<file path="src/rtl/pass_check.sv">
// pass_check: keypad entry and password comparison stage feeding dealPass.
// Collects BCD digit keys into a buffer and compares it with the stored
// password on Enter. Change (while unlocked) enters a new password.
// Ports:
//   clk        system clock, rising edge
//   rst        asynchronous active-low reset
//   key_valid  one-cycle key strobe, key_code valid in the same cycle
//   key_code   0-9 digit, A Clear, B Enter, C Change, D-F ignored
//   lock       from dealPass; while high all keys are ignored and entry is flushed
//   unlock     from dealPass; qualifies the Change key
//   right      one-cycle pulse on a matching entry or a completed password change
//   error      one-cycle pulse on a mismatching or short entry
//   digit_cnt  number of digits currently buffered
//   set_mode   high while a new password is being entered
module pass_check #(
  parameter int unsigned             PASS_LEN     = 4,
  parameter logic [4*PASS_LEN-1:0]   DEFAULT_PASS = 16'h1234,
  parameter int unsigned             TIMEOUT      = 500
) (
  input  logic       clk,
  input  logic       rst,
  input  logic       key_valid,
  input  logic [3:0] key_code,
  input  logic       lock,
  input  logic       unlock,
  output logic       right,
  output logic       error,
  output logic [3:0] digit_cnt,
  output logic       set_mode
);

  localparam int unsigned W  = 4 * PASS_LEN;
  localparam int unsigned TW = $clog2(TIMEOUT + 1);
  localparam logic [3:0]    FULL_CNT = 4'(PASS_LEN);
  localparam logic [TW-1:0] TO_LAST  = TW'(TIMEOUT - 1);

  localparam logic [3:0] KEY_CLEAR  = 4'hA;
  localparam logic [3:0] KEY_ENTER  = 4'hB;
  localparam logic [3:0] KEY_CHANGE = 4'hC;

  typedef enum logic [1:0] {
    IDLE,
    ENTRY,
    SET
  } state_t;

  state_t        state;
  logic [W-1:0]  digit_buf;
  logic [W-1:0]  stored;
  logic [TW-1:0] idle_cnt;

  logic key_ok;
  logic is_digit;
  logic full;

  // Codes D-F are not keys at all: they neither act nor restart the idle timer.
  always_comb begin
    key_ok   = key_valid && !lock && (key_code <= KEY_CHANGE);
    is_digit = key_code <= 4'd9;
    full     = digit_cnt == FULL_CNT;
  end

  always_ff @(posedge clk or negedge rst) begin
    if (!rst) begin
      state     <= IDLE;
      digit_buf <= '0;
      stored    <= DEFAULT_PASS;
      idle_cnt  <= '0;
      digit_cnt <= '0;
      right     <= 1'b0;
      error     <= 1'b0;
      set_mode  <= 1'b0;
    end else begin
      right <= 1'b0;
      error <= 1'b0;
      if (lock) begin
        state     <= IDLE;
        digit_buf <= '0;
        digit_cnt <= '0;
        idle_cnt  <= '0;
        set_mode  <= 1'b0;
      end else if (key_ok) begin
        idle_cnt <= '0;
        if (is_digit) begin
          // A full buffer drops further digits; the count saturates.
          if (!full) begin
            digit_buf <= {digit_buf[W-5:0], key_code};
            digit_cnt <= digit_cnt + 4'd1;
            if (state == IDLE) state <= ENTRY;
          end
        end else if (key_code == KEY_CLEAR) begin
          state     <= IDLE;
          digit_buf <= '0;
          digit_cnt <= '0;
          set_mode  <= 1'b0;
        end else if (key_code == KEY_ENTER) begin
          if (state == SET) begin
            if (full) begin
              stored <= digit_buf;
              right  <= 1'b1;
            end else begin
              error  <= 1'b1;
            end
          end else if (full && digit_buf == stored) begin
            right <= 1'b1;
          end else begin
            error <= 1'b1;
          end
          state     <= IDLE;
          digit_buf <= '0;
          digit_cnt <= '0;
          set_mode  <= 1'b0;
        end else begin
          if (state == IDLE && unlock) begin
            state    <= SET;
            set_mode <= 1'b1;
          end
        end
      end else if (state != IDLE) begin
        if (idle_cnt == TO_LAST) begin
          state     <= IDLE;
          digit_buf <= '0;
          digit_cnt <= '0;
          idle_cnt  <= '0;
          set_mode  <= 1'b0;
        end else begin
          idle_cnt <= idle_cnt + 1'b1;
        end
      end
    end
  end

endmodule

</file>
<file path="config.mk">
export PLATFORM = sky130hd
export DESIGN_NAME = pass_check
export DESIGN_NICKNAME = d
export VERILOG_FILES = /design/src/rtl/pass_check.sv
export SDC_FILE = /design/constraint.sdc
export NUM_CORES = 1
export LEC_CHECK = 0
export ABC_CLOCK_PERIOD_IN_PS = 2700
export BUFFER_PORTS_ARGS = -buffer_cell sky130_fd_sc_hd__buf_2
export CELL_PAD_IN_SITES_DETAIL_PLACEMENT = 0
export CELL_PAD_IN_SITES_GLOBAL_PLACEMENT = 2
export CORE_ASPECT_RATIO = 0.7
export CORE_MARGIN = 2
export CORE_UTILIZATION = 43
export CTS_CLUSTER_SIZE = 8
export DETAILED_ROUTE_END_ITERATION = 8
export GPL_TIMING_DRIVEN = 0
export PLACE_DENSITY_LB_ADDON = 0.1
export SYNTH_ARGS = -nofsm -noshare
export SYNTH_HDL_FRONTEND = slang
export SYNTH_SLANG_ARGS = --single-unit
</file>
<file path="constraint.sdc">
create_clock -name clk -period 2.7 [get_ports clk]
set_input_delay 0.27 -clock clk [delete_from_list [all_inputs] [get_ports clk]]
set_output_delay 0.27 -clock clk [all_outputs]
set_load 0.01 [all_outputs]
</file>
# == Word level (Yosys, flattened, before mapping) ==
# Cells that the tools add are included.
# word_totals
register_bits,50
output_inout_bits,7
# classes
n_addsub,2
magnitude_cmp,2
n_eq_ne,12
mux,54
n_bitwise,3
n_reduce_logical,13
# op_table
cell,n
$mux 16,8
$mux 9,4
$mux 4,8
$mux 1,24
$mux 2,10
$eq 16x16->1,1
$ne 5x2->1 const B,2
$add 9x1->9 const B,1
$eq 9x9->1 const B,1
$eq 4x4->1 const B,2
$le 4x4->1 const B,2
$reduce_and 4->1,2
$reduce_and 7->1,1
$ne 6x2->1 const B,1
$reduce_bool 3->1,2
$reduce_and 5->1,1
$add 4x1->4 const B,1
$eq 4x3->1 const B,1
$logic_and 1x1->1,4
$ne 4x3->1 const B,1
$ne 4x4->1 const B,1
$ne 3x3->1 const B,1
$not 1->1,3
$eq 2x2->1 const B,1
3 further kinds,3

# == Logic depth before layout (Yosys ltp) ==
# Gate-level depths: netlist (run 1).
# logic_depth
depth_word,9
ltp_mapped,7

# == Least setup slack after synthesis (run 1) ==
# OpenSTA, ideal clock, no wires.
# synth_path
path_type,flip-flop to flip-flop
from,reg digit_cnt[0]
to,reg right
arrival_time_ns,1.841
setup_slack_ns,0.795
stages_incl_launch_ff,7
n_path_buf,0
synth_period_minus_slack_ns,1.905
path_cell_list,dfrtp_1 -> inv_1 -> ha_1 -> nand3_2 -> or4_1 -> nor4_1 -> o21ba_2
# synth_between
elab_chain_cells,9
word_cells_on_any_way,10
# synth_lines
element,line_no,source
"start, declared",28,"output logic [3:0] digit_cnt,"
"start signal, assigned",88,digit_cnt <= digit_cnt + 4'd1;
$eq 4x3->1 (*),60,full = digit_cnt == FULL_CNT;
$logic_and 1x1->1,104,end else if (full && digit_buf == stored) begin
$mux 1,104,
$mux 1 (*),97,if (state == SET) begin
$mux 1 (*),96,end else if (key_code == KEY_ENTER) begin
$mux 1 (*),91,end else if (key_code == KEY_CLEAR) begin
$mux 1 (*),84,if (is_digit) begin
$mux 1 (*),82,end else if (key_ok) begin
$mux 1 (*),76,if (lock) begin
"end signal, assigned",74,right <= 1'b0;
"end signal, assigned",100,right <= 1'b1;
"end signal, assigned",105,right <= 1'b1;
"end, declared",26,"output logic right,"
# Mark *: on every way between the ends. The rest lies on a longest branch, timed or not.
# A chain may end at the register's enable or synchronous reset.

# == Worst setup path after layout (run 1) ==
# Ends and elaborated chain as after synthesis.

==> results.md, run 1 <==
* Run status: completed
* Post-Synthesis Mean Instance Area at approximately 11 um2
* Count of final setup violators at 0
* Vias in the first global route at about 1.7k
* Post-synth EDFFs at 0
* Tot GR Track Use at 0.181
* Inserted Diodes at 0
* Peak VDD IR at about 0.41 mV
* Clock tree sinks at 50
* Core occupancy in the finished layout at 0.513
* Minimum setup slack in the final design at 0.499 ns
* Post-CTS clock slew at the launch and capture registers of the worst setup and hold paths at 0.09 ns
* TritonCTS clock tree: built
* CP peak stage delay at roughly 0.53 ns
* Total power divided by cell area at approximately 540 mW/mm2
* Instance count of the mapped netlist at around 220
* Commonest register cell after synthesis: dfrtp_1
* Pin count of the biggest net entering global routing at approximately 50
* Arrival time of the worst setup path at between 2 and 2.5 ns
* Number of rows created at floorplan at 22
* Post-layout min period at roughly 2.2 ns
* Max-capacitance violation count at 0
* Vias per Instance at 5.44
* Routed length per instance at 15.6 um
* Max Clock Skew at roughly 0.014 ns
* Final hold violation count at 0
* Area growth from synthesis to layout at 12.4%
* Total area of multi-input combinational cells at ~0.0011 mm2
* Fin. max-slew vios at 0
* Initial detailed-routing violation count at about 110
* Path category of the worst min-delay check: input pin to asynchronous set/reset pin
* Clock tree buffer depth at 2
* Clock root cell: clkbuf_8
* Element type at the critical path start: flip-flop
* Placed cell area at around 0.0026 mm2
* Crit path max-delay cell type: or4_1
* Share of the cycle needed by the critical path after routing at 0.815
* RePlAce Congestion at between 0.7 and 0.8
* Total congestion overflow at 0
* Cell area after technology mapping at ~0.0024 mm2
* Launch point of the critical path: digit_cnt[0]
* Initial Util at 0.456
* Register bit count reported by yosys at 50
* Buffers and inverters on the worst path at 1
* Final nets at approximately 260
* Fill cell total of the finished layout at ~510
* Crit Reg-Reg Startpoint: digit_cnt[0]
* Number of antenna-violating nets in the routed design at 0
* CORE AREA at roughly 0.0053 mm2
* Number of library cell types mapped by synthesis at between 40 and 50
* Worst setup slack before clock tree synthesis at approximately 0.54 ns
* Crit path required time at 2.94 ns
* Leakage at approximately 1.3 nW
* Routed wire length at between 4 and 5 mm
* Share of async-settable or async-resettable flops after synthesis at 1.00
* Crit path cell chain: inv_1 > ha_1 > nand3_2 > or4_1 > nor4_1 > o21ba_2
* Wire length of the first global-routing pass at 8.61 mm
* Final TNS setup at 0 ns
* Quantity of hold-fixing buffers added after cts at 0
* Peak fanout along the critical path at 4
* Horiz. Die Dim at 94.0 um
* Maximum achievable frequency at 0.454 GHz
* Family with the most delay on the worst path: simple AND/OR/NAND/NOR gates
* Total half-perimeter wirelength after legalization and detailed placement at approximately 3.6 mm
* Commonest cells after routing, fill and taps aside: 45 x dfrtp_1, 20 x o21ai_0, 19 x nand4_1, 18 x inv_1, 18 x buf_2
* Unrepaired setup endpoints after global routing: false
* Fraction of final layout cells with drive strength greater than 1 at 0.224
* Cell area after layout at around 0.0027 mm2
* Max-slew headroom at the worst pin at 0.255
* Initial antenna violation count at 0
* Level count of the clock H-tree at 2
* Die area at 0.00629 mm2
* First-pass iteration count of the detailed router at 4
* Number of nets in the synthesized netlist at 235
* Post-route DRC violation count at 0
* # resized after CTS at 0
* Most common library cell in the layout ignoring fill and taps: dfrtp_1
* I/O pin cnt at 16
* Post-CTS setup-driven buffer insertion count at 0
* Element type at the critical path end: flip-flop
* Die H at about 67 um
* Sequential Area at 0.00126 mm2
* Via count of the routed design at roughly 1.7k
* Number of clock buffers inserted by TritonCTS at 5
* Transition time at the pin with the least slew margin at around 1.1 ns
* Insertion delay of the later-clocked pin in the worst-skew pair at 0.30 ns
* Synthesis Warnings at 0
* Proportion of synthesized chip area in sequential cells at 0.516
* Setup CP Type: flip-flop to flip-flop
* Count of buffers inserted at the top-level ports at 15
through the flow:
stage,total power (W),hold WS (ns),instances
floorplan,0.000833,-0.0256,223
global placement,0.000878,0.509,310
detailed placement,0.000880,0.516,310
CTS,0.00151,0.209,318
global route,0.00155,0.256,318
finish,0.00149,0.177,318
layout make-up:
type / instances / area share
Clock buffer: 5 / 0.0251
Multi-Input combinational cell: 146 / 0.388
Inverter: 18 / 0.0247
Timing Repair Buffer: 15 / 0.0274
Tap cell: 72 / 0.0329
Buffer: 9 / 0.0178
Clock inverter: 3 / 0.0251
Sequential cell: 50 / 0.459
synth_stat cells (2+ instances only):
cell	number	area [um2]
nand2_1	7	26.3
nor4_1	4	25.0
clkbuf_1	3	11.3
or4_1	2	15.0
nor3_1	5	25.0
dfrtp_1	45	1130
a21oi_1	9	45.0
buf_2	3	15.0
nand4_1	19	119
or3_1	2	12.5
mux2_1	2	22.5
o211ai_1	2	15.0
xor2_1	17	149
nor2_1	9	33.8
nand3_1	5	25.0
ha_1	3	37.5
dfstp_2	5	131
mux2_2	16	180
xnor2_1	5	43.8
inv_1	18	67.6
and3b_1	2	17.5
o21ai_0	20	100
registers in the layout, indices dropped and copies added (netlist names):
| signal | count |
|---|---|
| idle_cnt | 9 |
| state | 2 |
| set_mode | 1 |
| right | 1 |
| digit_cnt | 4 |
| digit_buf | 16 |
| stored | 16 |
| error | 1 |
logic make-up after synthesis:
logic type / after synthesis / synth area share
AND/OR/NAND/NOR: 62 / 0.149
flip-flops: 50 / 0.516
AO/OA/AOI/OAI: 41 / 0.109
buffers and inverters: 27 / 0.0478
XOR/XNOR: 22 / 0.0791
multiplexers: 18 / 0.0832
adder cells (fa/ha/maj): 3 / 0.0154
worst paths after layout:
check / to / slack [ns] / cells after the start
worst max-delay path: right / 0.50 / 6
min in group clk: digit_buf[0] / 0.26 / 3
worst max register to register: right / 0.50 / 6
worst min-delay path: idle_cnt[0] / 0.18 / 1
worst min register to register: stored[1] / 0.53 / 1
max in group asynchronous: idle_cnt[8] / 1.84 / 1
report_power, final:
part	leakage (nW)	switching, W	internal, W
combinational	0.508	0.0000688	0.0000310
sequential	0.677	0.00000868	0.000757
clock	0.0683	0.000252	0.000371
total	1.25	0.000330	0.00116
worst register-to-register path, stage by stage, from the launching register on:
cell and delay [ns]:
dfrtp_1 0.43, inv_1 0.10, ha_1 0.20, nand3_2 0.16, or4_1 0.53, nor4_1 0.50, o21ba_2 0.22
metal layers:
| metal | part of all wire | vias to the layer above | wire length, um | track usage |
|---|---|---|---|---|
| met5 | 0 | - | 0 | 0 |
| met1 | 0.54 | 859 | 2680 | 0.273 |
| met4 | 0.0081 | 0 | 40 | 0.0489 |
| li1 | - | 833 | - | - |
| met3 | 0.037 | 5 | 182 | 0.0373 |
| met2 | 0.41 | 33 | 2060 | 0.263 |
No activity file was read; power rests on OpenSTA's default activity.
==> inputs of run 2 (changes only) <==
Settings changed: ABC_CLOCK_PERIOD_IN_PS 2700 to 2100, CORE_UTILIZATION 43 to 40.
Clock period 2.7 ns to 2.1 ns, I/O delays scaled along.
==> results.md, run 2 (synthesis results as in run 1) <==
* Crit path depth at 6
* Maximum achievable frequency at 0.496 GHz
* Post-CTS clock slew at the launch and capture registers of the worst setup and hold paths at about 0.09 ns
* Run status: completed
* Setup CP Type: flip-flop to flip-flop
* Quantity of hold-fixing buffers added after cts at 0
* Area growth from synthesis to layout at 14.5%
* Cell area after layout at 0.00279 mm2
* Initial Util at 0.419
* Routed wire length at 5.32 mm
* PnR Total Power at between 0.0015 and 0.002 W
* Unrepaired setup endpoints after global routing: false
* Die area at around 0.0067 mm2
* Non-filler cells, final at ~330
* Number of clock buffers inserted by TritonCTS at 5
* Crit path cell chain: ha_4 > o211ai_1 > or4_4 > a21boi_4 > o21a_4 > mux2_1
* Post-layout min period at 2.01 ns
* RePlAce Congestion at approximately 0.75
* Post-route DRC violation count at 0
* Max-capacitance violation count at 0
* Total half-perimeter wirelength after legalization and detailed placement at ~3.6 mm
* CP peak stage delay at between 0.4 and 0.5 ns
* Fin. max-slew vios at 0
* I/O pin cnt at 16
* Number of antenna-violating nets in the routed design at 0
* Buffers and inverters on the worst path at 0
* Path depth of the worst reg2reg path at 6
* Peak fanout along the critical path at 8
* Via count of the routed design at 1,728
* Total congestion overflow at 0
* Transition time at the pin with the least slew margin at approximately 1.1 ns
* First-pass iteration count of the detailed router at 4
* Routed length per instance at approximately 16 um
* Pin count of the biggest net entering global routing at 51
* Peak VDD IR at about 0.27 mV
* Final nets at 263
* Fill cell total of the finished layout at approximately 560
* Tot GR Track Use at 0.169
* Final hold violation count at 0
* Final TNS setup at 0 ns
* Vias in the first global route at 1,623
* Die H at about 69 um
* Inserted Diodes at 0
* Clock tree buffer depth at 2
* Minimum setup slack among reg-to-reg paths at about 0.085 ns
* Initial antenna violation count at 0
* Arrival time of the worst setup path at 2.20 ns
* Placed Cells at around 310
* Vias per Instance at 5.28
* Path category of the worst min-delay check: input pin to asynchronous set/reset pin
* Crit path max-delay cell type: dfrtp_1
* Family with the most delay on the worst path: compound AO/OA/AOI/OAI gates
* Clock tree sinks at 50
* Element type at the critical path start: flip-flop
* Max Clock Skew at between 0.009 and 0.01 ns
* TritonCTS clock tree: built
* Launch point of the critical path: idle_cnt[0]
* Crit path required time at 2.29 ns
* Largest registers: digit_buf: 16 flops, stored: 16 flops, idle_cnt: 9 flops
* Placed cell area at between 0.002 and 0.003 mm2
* Initial detailed-routing violation count at about 110
* Count of buffers inserted at the top-level ports at 15
* Total power divided by cell area at 616 mW/mm2
* Count of final setup violators at 0
* Clock root cell: clkbuf_8
* CORE AREA at between 0.005 and 0.006 mm2
* Core occupancy in the finished layout at 0.480
* Max-slew headroom at the worst pin at 0.241
* Level count of the clock H-tree at 2
* Critical path destination: digit_buf[2]
* Horiz. Die Dim at between 90 and 100 um
* Fraction of final layout cells with drive strength greater than 1 at 0.262
* Element type at the critical path end: flip-flop
* Share of the cycle needed by the critical path after routing at 0.959
* Most common library cell in the layout ignoring fill and taps: dfrtp_1
* End of the worst register-to-register path: digit_buf[2]
* Wire length of the first global-routing pass at 8.85 mm
* Leakage at around 1.3 nW
* Insertion delay of the later-clocked pin in the worst-skew pair at roughly 0.31 ns
* Crit Reg-Reg Startpoint: idle_cnt[0]
* Commonest cells after routing, fill and taps aside: 45 x dfrtp_1, 20 x o21ai_0, 19 x nand4_1, 18 x inv_1
* Number of rows created at floorplan at 23
## run 2: power breakdown
group          internal, W  leakage [nW]  total, W  switching, W
clock network     0.000265        0.0472  0.000593      0.000327
registers         0.000973         0.677  0.000985     0.0000117
logic            0.0000454         0.556  0.000139     0.0000940
total              0.00128          1.28   0.00172      0.000433
## run 2: stage by stage
step	setup slack [ns]	hold WS [ns]
floorplan	0.195	-0.0856
CTS	0.0164	0.166
detailed placement	-0.119	0.507
global route	0.00388	0.215
global placement	-0.129	0.508
finish	0.0855	0.103
## run 2: timing repair
action,CTS,global route
pin swaps,2,2
setup endpoints to repair,15,20
resized for setup,3,6
setup buffers,3,3
## run 2: per-layer routing
metal	track usage	share of wire	wire length, um
met1	0.275	0.57	3010
met2	0.221	0.39	2070
met3	0.0302	0.030	161
met4	0.0556	0.015	81
met5	0	0	0
## run 2: worst min path at each step
stage	startpoint	slack [ns]	cells after the start	endpoint
4_1_cts	rst	0.17	1	idle_cnt[0]
3_5_place_dp	rst	0.51	1	idle_cnt[0]
6_report	rst	0.10	1	idle_cnt[0]
2_1_floorplan	rst	-0.09	0	digit_buf[0]
3_3_place_gp	rst	0.51	1	idle_cnt[0]
5_1_grt	rst	0.22	1	stored[7]
## run 2: final cells by class
| class | count | area (um2) | area share |
|---|---|---|---|
| Tap cell | 75 | 93.8 | 0.0336 |
| Clock buffer | 6 | 82.6 | 0.0296 |
| Inverter | 18 | 67.6 | 0.0242 |
| Multi-Input combinational cell | 146 | 1100 | 0.395 |
| Timing Repair Buffer | 21 | 120 | 0.0431 |
| Buffer | 9 | 53.8 | 0.0193 |
| Clock inverter | 2 | 12.5 | 0.00449 |
| Sequential cell | 50 | 1260 | 0.451 |
==> inputs of run 3 (changes only) <==
Settings changed: ABC_AREA set to 1, CORE_UTILIZATION 40 to 36.
==> results.md, run 3 <==
* Routed length per instance at between 10 and 15 um
* TritonCTS clock tree: built
* Die area at 0.00859 mm2
* Post-synth top area cell: dfrtp_1
* Inserted Diodes at 0
* Minimum setup slack in the final design at 0.264 ns
* Crit path required time at approximately 2.3 ns
* Number of antenna-violating nets in the routed design at 0
* Arrival time of the worst setup path at 2.04 ns
* Leakage at around 1.5 nW
* Post-route DRC violation count at 0
* Max-capacitance violation count at 0
* Commonest cells after routing, fill and taps aside: 106 x nand2_1, 49 x inv_1, 45 x dfrtp_1, 23 x nor2_1, 20 x o21ai_2
* Routed wire length at about 6.5 mm
* Most common library cell in the layout ignoring fill and taps: nand2_1
* Initial antenna violation count at 0
* Level count of the clock H-tree at 2
* Proportion of synthesized chip area in sequential cells at 0.445
* Tot GR Track Use at 0.167
* Synthesis Warnings at 0
* Final TNS setup at 0 ns
* Largest registers: digit_buf: 16 flops, stored: 16 flops, idle_cnt: 9 flops
* Max Clock Skew at approximately 0.013 ns
* Number of nets in the synthesized netlist at ~370
* Total half-perimeter wirelength after legalization and detailed placement at 4.71 mm
* Maximum achievable frequency at about 0.54 GHz
* Peak VDD IR at ~0.27 mV
* Fraction of final layout cells with drive strength greater than 1 at 0.239
* Top-area cell type share of the netlist area at 0.398
* Share of the cycle needed by the critical path after routing at 0.875
* Area growth from synthesis to layout at 10.3%
* Vias in the first global route at roughly 2.1k
* CORE AREA at about 0.0074 mm2
* Share of async-settable or async-resettable flops after synthesis at 1.00
* Commonest register cell after synthesis: dfrtp_1
* Initial detailed-routing violation count at 116
* Quantity of hold-fixing buffers added after cts at 0
* I/O pin cnt at 16
* Wire length of the first global-routing pass at between 10 and 15 mm
* Post-synth EDFFs at 0
* Peak fanout along the critical path at 10
* Vias per Instance at approximately 4.5
* Horiz. Die Dim at 110 um
* Unrepaired setup endpoints after global routing: false
* Total congestion overflow at 0
* Final hold violation count at 0
* Max-slew headroom at the worst pin at 0.207
* Clock root cell: clkbuf_8
* Count of final setup violators at 0
* Setup CP Type: flip-flop to flip-flop
* Run status: completed
* First-pass iteration count of the detailed router at 4
* Element type at the critical path end: flip-flop
* Number of rows created at floorplan at 26
* RePlAce Congestion at ~0.74
* Post-layout min period at 1.84 ns
* Cell area after technology mapping at about 0.0028 mm2
* Number of library cell types mapped by synthesis at 33
* Instance count of the mapped netlist at 357
* Total power divided by cell area at between 500 and 600 mW/mm2
* Final nets at 391
* Via count of the routed design at 2,158
* Insertion delay of the later-clocked pin in the worst-skew pair at about 0.30 ns
* Count of buffers inserted at the top-level ports at 15
* Initial Util at 0.380
* Dominant cells by area after synthesis: dfrtp_1 40%, nand2_1 14%, inv_1 6.5%
* Worst setup slack before clock tree synthesis at around 0.18 ns
* Pin count of the biggest net entering global routing at 51
* Fin. max-slew vios at 0
* Most used standard cell by instance count after synthesis: nand2_1
* Register bit count reported by yosys at 50
* # resized after CTS at 0
* Number of clock buffers inserted by TritonCTS at 5
* Transition time at the pin with the least slew margin at 1.19 ns
* Die H at around 78 um
* Synth cell count leaders: 106 x nand2_1, 49 x inv_1, 45 x dfrtp_1
* Path category of the worst min-delay check: input pin to asynchronous set/reset pin
* Post-Synthesis Mean Instance Area at between 7 and 8 um2
* Post-CTS setup-driven buffer insertion count at 0
* Clock tree buffer depth at 2
* Post-CTS clock slew at the launch and capture registers of the worst setup and hold paths at about 0.10 ns
* Clock tree sinks at 50
* Element type at the critical path start: flip-flop
run 3: cell count changes after synthesis, sizes merged, moves of 4 or more:
cell	change
inv	+35
mux2	-18
nand2	+120
nand3	+12
nand4	-13
nor2	+17
nor3	-4
nor4	-5
o21ai	+26
xor2	-16
run 3: where the power goes:
part | internal (W) | leakage (nW) | switching (W) | total (W)
Clock | 0.000267 | 0.0482 | 0.000332 | 0.000599
Sequential | 0.000977 | 0.677 | 0.0000175 | 0.000994
Combinational | 0.0000580 | 0.736 | 0.000136 | 0.000194
Total | 0.00130 | 1.46 | 0.000485 | 0.00179
run 3: final timing paths:
kind                              startpoint      endpoint  slack (ns)  depth (start not counted)
worst max register to register  digit_cnt[0]     stored[8]        0.26                          7
min in group clk                 key_code[0]  digit_buf[0]        0.18                          3
worst min register to register     stored[2]     stored[2]        0.49                          2
worst max-delay path            digit_cnt[0]     stored[8]        0.26                          7
max in group asynchronous                rst     stored[8]        1.23                          1
worst min-delay path                     rst     stored[1]        0.15                          1
run 3: routing by layer:
layer	vias up	routed length, um	global-route usage
met3	2	169	0.0341
li1	1153	-	-
met4	0	28	0.0304
met1	980	3870	0.274
met5	-	0	0
met2	23	2430	0.220
run 3: logic make-up (layout without fill, tap and decap cells):
logic type	Yosys count	count (layout)	synth area share
buffers and inverters	63	86	0.0969
xor gates and xnor gates	4	4	0.0124
AOI/OAI and AO/OA	56	56	0.132
DFF	50	50	0.445
and+or+nand+nor	181	181	0.301
adders and majority gates	3	3	0.0133
run 3: stage by stage:
| step | instance area (um2) | hold WS (ns) | std cells | util | total power, W |
|---|---|---|---|---|---|
| after floorplan | 2830 | -0.0856 | 357 | - | 0.00113 |
| after global placement | 3030 | 0.473 | 470 | 0.406 | 0.00121 |
| after detailed placement | 3030 | 0.477 | 470 | 0.406 | 0.00121 |
| after CTS | 3120 | 0.175 | 478 | 0.418 | 0.00182 |
| after global routing | 3120 | 0.200 | 478 | 0.419 | 0.00187 |
| final | 3120 | 0.149 | 478 | 0.419 | 0.00179 |
run 3: layout make-up:
| type | count | area [um2] |
|---|---|---|
| buffer | 9 | 72.6 |
| clock buffer | 7 | 86.3 |
| clock inverter | 1 | 5.00 |
| fill | 775 | 4330 |
| inverter | 54 | 203 |
| multi-input combinational | 244 | 1300 |
| sequential | 50 | 1260 |
| tap | 98 | 123 |
| timing repair buffer | 15 | 75.1 |
run 3: critical path, cell delays in order, from the launching register on:
cell,delay (ns)
dfrtp_1,0.46
inv_1,0.12
ha_1,0.14
nand3_1,0.14
inv_1,0.13
nand4_2,0.24
clkbuf_2,0.28
o21ai_0,0.22
